$ cat src/rtl/draw_vramwr.sv
// Drain stage of the drawing write FIFO: pops pixel words and emits them as
// VRAM write bursts of up to BURST_LEN beats through a 2-entry skid queue.
module draw_vramwr #(
  parameter int ADDR_W    = 22,
  parameter int CNT_W     = 16,
  parameter int BURST_LEN = 8
)(
  input  logic              CLK,
  input  logic              RST,
  input  logic              DRW_START,
  input  logic [ADDR_W-1:0] DRW_BASEADDR,
  input  logic [CNT_W-1:0]  DRW_WORDS,
  output logic              DRW_BUSY,
  output logic              DRW_DONE,
  output logic              DRW_ERR,
  output logic              BUF_RD,
  input  logic [63:0]       DRW_VRAMWDATA,
  input  logic              DATAVALID,
  input  logic              EMPTY_VRAM,
  input  logic              BUF_UNDER,
  output logic              VRAM_REQ,
  input  logic              VRAM_GNT,
  output logic [ADDR_W-1:0] VRAM_ADDR,
  output logic [4:0]        VRAM_BLEN,
  output logic              VRAM_WEN,
  output logic [63:0]       VRAM_WDATA,
  input  logic              VRAM_WREADY
);

  typedef enum logic [1:0] {S_IDLE, S_REQ, S_WRITE, S_DONE} state_t;

  state_t             state;
  logic [ADDR_W-1:0]  addr;
  logic [CNT_W-1:0]   remaining;
  logic [4:0]         blen;
  logic [4:0]         fetched;
  logic [4:0]         written;
  logic               rd_inflight;
  logic [1:0]         qcnt;
  logic [63:0]        q0, q1;
  logic               err;

  logic               in_write, rd, wen, pop, push, last_beat;
  logic [CNT_W-1:0]   rem_next;

  function automatic logic [4:0] burst_of(input logic [CNT_W-1:0] r);
    if (r >= CNT_W'(BURST_LEN)) return 5'(BURST_LEN);
    return r[4:0];
  endfunction

  always_comb begin
    in_write  = (state == S_WRITE);
    // Outstanding FIFO reads count against queue space so a late DATAVALID always fits.
    rd        = in_write && !EMPTY_VRAM &&
                ((3'(qcnt) + 3'(rd_inflight)) < 3'd2) && (fetched < blen);
    wen       = in_write && (qcnt != 2'd0);
    pop       = wen && VRAM_WREADY;
    push      = in_write && DATAVALID && ((qcnt != 2'd2) || pop);
    last_beat = pop && (written == blen - 5'd1);
    rem_next  = remaining - CNT_W'(blen);
  end

  always_ff @(posedge CLK) begin
    if (RST) begin
      state       <= S_IDLE;
      addr        <= '0;
      remaining   <= '0;
      blen        <= '0;
      fetched     <= '0;
      written     <= '0;
      rd_inflight <= 1'b0;
      qcnt        <= '0;
      q0          <= '0;
      q1          <= '0;
      err         <= 1'b0;
    end else begin
      rd_inflight <= rd;

      if (state == S_IDLE && DRW_START) err <= 1'b0;
      if (BUF_UNDER)                    err <= 1'b1;

      case ({push, pop})
        2'b10: begin
          if (qcnt == 2'd0) q0 <= DRW_VRAMWDATA;
          else              q1 <= DRW_VRAMWDATA;
          qcnt <= qcnt + 2'd1;
        end
        2'b01: begin
          q0   <= q1;
          qcnt <= qcnt - 2'd1;
        end
        2'b11: begin
          if (qcnt == 2'd1) q0 <= DRW_VRAMWDATA;
          else begin
            q0 <= q1;
            q1 <= DRW_VRAMWDATA;
          end
        end
        default: ;
      endcase

      if (rd)  fetched <= fetched + 5'd1;
      if (pop) written <= written + 5'd1;

      case (state)
        S_IDLE: if (DRW_START) begin
          addr      <= DRW_BASEADDR;
          remaining <= DRW_WORDS;
          if (DRW_WORDS != '0) begin
            blen  <= burst_of(DRW_WORDS);
            state <= S_REQ;
          end else begin
            state <= S_DONE;
          end
        end
        S_REQ: if (VRAM_GNT) begin
          fetched <= '0;
          written <= '0;
          state   <= S_WRITE;
        end
        S_WRITE: if (last_beat) begin
          // Address wraps silently; a burst crossing the top is not split.
          addr      <= addr + ADDR_W'(blen);
          remaining <= rem_next;
          if (rem_next != '0) begin
            blen  <= burst_of(rem_next);
            state <= S_REQ;
          end else begin
            state <= S_DONE;
          end
        end
        S_DONE: state <= S_IDLE;
        default: state <= S_IDLE;
      endcase
    end
  end

  assign DRW_BUSY   = (state != S_IDLE);
  assign DRW_DONE   = (state == S_DONE);
  assign DRW_ERR    = err;
  assign BUF_RD     = rd;
  assign VRAM_REQ   = (state == S_REQ);
  assign VRAM_ADDR  = addr;
  assign VRAM_BLEN  = blen;
  assign VRAM_WEN   = wen;
  assign VRAM_WDATA = wen ? q0 : 64'd0;

endmodule

$ cat config.mk
export PLATFORM = sky130hd
export DESIGN_NAME = draw_vramwr
export DESIGN_NICKNAME = d
export VERILOG_FILES = /design/src/rtl/draw_vramwr.sv
export SDC_FILE = /design/constraint.sdc
export NUM_CORES = 1
export LEC_CHECK = 0
export CAP_MARGIN = 20
export CELL_PAD_IN_SITES_DETAIL_PLACEMENT = 1
export CELL_PAD_IN_SITES_GLOBAL_PLACEMENT = 1
export CORE_MARGIN = 2
export CORE_UTILIZATION = 50
export DETAILED_ROUTE_END_ITERATION = 10
export DONT_BUFFER_PORTS = 1
export GPL_TIMING_DRIVEN = 1
export PLACE_DENSITY_LB_ADDON = 0.2
export SYNTH_ARGS = -nofsm -noshare
export SYNTH_HDL_FRONTEND = slang
export SYNTH_SLANG_ARGS = --single-unit
$ cat constraint.sdc
create_clock -name CLK -period 4.13 [get_ports CLK]
set_input_delay 0.6195 -clock CLK [delete_from_list [all_inputs] [get_ports CLK]]
set_output_delay 0.6195 -clock CLK [all_outputs]
set_load 0.03 [all_outputs]
==> results of run 1 <==
## cell type report
class                      count  share of cell area, %
inverter                      16                  0.597
sequential                   187                   37.2
tap                          229                   2.85
timing repair buffer          15                   1.57
multi-input combinational    868                   51.9
clock buffer                  18                   4.37
clock inverter                14                   1.52
## per-stage QoR
stage	power [uW]	worst slack [ns]	util, %	hold slack, ns	instance area, sq um
6_report	4040	0.615	55.6	0.262	10100
5_1_grt	4200	0.300	55.6	0.237	10100
4_1_cts	4070	0.627	55.5	0.243	10000
3_5_place_dp	2440	0.730	52.2	0.441	9440
3_3_place_gp	2430	0.865	52.2	0.435	9440
2_1_floorplan	2350	1.21	-	0.436	9310
## worst max-delay path by stage
stage,startpoint,end,slack (ns)
floorplan,VRAM_BLEN[1],BUF_RD,1.21
global placement,VRAM_BLEN[0],VRAM_ADDR[20],0.86
detailed placement,VRAM_BLEN[0],VRAM_ADDR[20],0.73
CTS,VRAM_BLEN[0],VRAM_ADDR[20],0.63
global route,VRAM_BLEN[0],VRAM_ADDR[20],0.30
finish,VRAM_BLEN[0],VRAM_ADDR[20],0.62
## cells by family (layout without fill, tap and decap cells)
kind of cell	count (synthesis)	after routing	synth area share (%)
fa+ha+maj	22	22	3.12
simple gates	473	473	23.2
xor+xnor	19	19	1.79
flops	187	187	40.2
mux	70	70	7.54
compound gates	284	284	20.0
buf+inv	98	63	4.11
## layer usage
| metal | up-vias | global-route usage, % | wire [um] | share of wire (%) |
|---|---|---|---|---|
| met5 | - | 0 | 0 | 0 |
| met3 | 32 | 8.21 | 1730 | 6.7 |
| met1 | 3895 | 32.3 | 11300 | 43 |
| met2 | 172 | 44.1 | 12500 | 48 |
| met4 | 0 | 7.50 | 444 | 1.7 |
| li1 | 3935 | - | - | - |
## sequential cells by signal (all words and copies together), names as in the netlist
register and cells:
DRW_ERR 1, VRAM_ADDR 22, VRAM_BLEN 5, fetched 5, q0 64, q1 64, qcnt 2, rd_inflight 1
remaining 16, state 2, written 5
## cells in the mapped netlist (3+ instances only)
master,n
o22ai_1,6
nand2b_1,11
nor4_1,5
o41ai_1,3
nor2_1,130
xor2_1,12
a21oi_1,100
nand3_1,13
o211a_1,3
a21boi_0,3
buf_2,10
and2_1,68
a22oi_1,7
nor2b_1,5
o31ai_1,8
or4_1,3
nand3b_1,4
or3_1,4
o21a_1,3
mux2i_1,69
ha_1,20
o21ai_0,27
inv_1,16
a211oi_1,87
dfxtp_1,187
and3_1,3
nand2_1,196
a32o_1,4
clkbuf_1,70
o2bb2ai_1,3
nand4_1,8
a21o_1,6
nor3_1,15
a2bb2oi_1,3
xnor2_1,7
## worst max-delay path: stages, from the launching register on
cell and delay, ns:
dfxtp_1 0.69, ha_1 0.28, inv_1 0.06, fa_1 0.42, nor2b_1 0.18, o21ai_0 0.12
a21boi_0 0.40, o211ai_1 0.23, nor2_1 0.33, nand4_1 0.15, mux2i_1 0.16, a2111oi_0 0.36
## power groups by stage
stage / Clock (uW) / Sequential (uW) / Combinational [uW]
floorplan: 0 / 1990 / 360
global placement: 0 / 2010 / 414
detailed placement: 0 / 2010 / 426
CTS: 1660 / 1970 / 430
global route: 1730 / 1980 / 484
finish: 1640 / 1970 / 433
==> metrics.txt, run 1 <==
CTS clk-pin slew, worst paths=0.08 ns; clock sinks=187; post_cts resized=0; switching pwr=1180 uW; die width=140 um; fin nets=1,237; worst slew pin tran=0.728 ns; Ys Warns=0; dpl cells=1,314; reg2reg start=VRAM_BLEN[0]; DRC=0; chip height=140 um; Synth cell types=60; multi-input logic area=5220 sq um; Core Rows=49; sequential-to-total area share from yosys stat=40.2%; Worst EP required=4.43 ns; Cell Count, Final, Fillers Out=1,347; FF-to-FF End=VRAM_ADDR[20]; core box area=18,100 sq um; register area=3740 sq um; routed via count=8,034; Post-synth EDFFs=0; most frequent cells in the layout=nand2_1, dfxtp_1, nor2_1; Slew Limit Fails=0; max-cap violation count=0; Post-Route Skew=0.0204 ns; Avg Cell Area, Syn=8.07 sq um; CP arrival=3.82 ns; Reg2Reg Depth=11; crit end category=flop; Crit Path Max Fanout=8; dpl hpwl=17,200 um; Synth area leaders=dfxtp_1, nand2_1, mux2i_1; layout cell share with drive strength beyond 1=5.72%; Comb power frac=10.7%; Final Cycle Share=85.1%; Fillers=2,149; Reg power frac=48.8%; largest net degree at the start of global routing=173; Area Overhead vs Synth=8.09%; drt wl/cell=19.3 um; TritonRoute pass-1 iters=5; H-Tree Depth=4; global-route wire length before repair=41,900 um; post-synth top area share=40.2%; IO Pins=207; Pint=2860 uW; Initial Util=51.5%; Clock power frac=40.5%; clock latency on the worst-skew pair=0.43 ns; ant diodes=0; hold worst-path end=q1[31]; TritonCTS Buffers=17; Total GRT Usage=26.2%; pwr dens=402 nW/um^2; Max Clk Rate=285 MHz; reg-to-reg slack, setup=0.62 ns; Final Hold Fails=0; RSZ-0062 raised after global routing=no; final wirelength=26,000 um; Synth area leader=dfxtp_1; worst hold stages=1; Hold-fix buffers, CTS=0; min cycle time layout=3.51 ns; Post-Route Setup TNS=0 ns; Syn Inst Count=1,153; CTS Root Cell=clkbuf_16; Worst setup SP type=flop; Setup Crit Path Kind=reg -> reg; Die Area=19,700 sq um; Hold Crit Start=RST; Leak=0.00393 uW; 1st-iter DRT viols=447; CTS max path bufs=2; total setup buffers inserted after CTS=0; Post-synth top flop=dfxtp_1; Worst slew margin=51.5%; Max VDD drop=0.000269 V; Yosys reg bits=187; most common cell after layout, fill and taps aside=nand2_1; status=completed; number of setup violations in the final report=0; switching share of power=29.3%; Cell Area, Synth=9310 sq um; Tightest Hold Check Type=in -> reg; TritonCTS clock tree=built; gp weighted congestion=0.855; vias in the first global route=8,083; Synthesized Nets=1,285; fraction of registers with async set/reset=0%; initial antenna violation count=0; Antenna Nets Post-Route=0; Port Buffers=0; Vias per Instance=5.96; grt total ovfl=0
Note: power is estimated with default switching activity, not from simulation.
==> inputs of run 2 (changes only) <==
Settings changed: GPL_TIMING_DRIVEN 1 to not set.
==> results of run 2 <==
Final layout, timing and power as in run 1 (identical DEF).
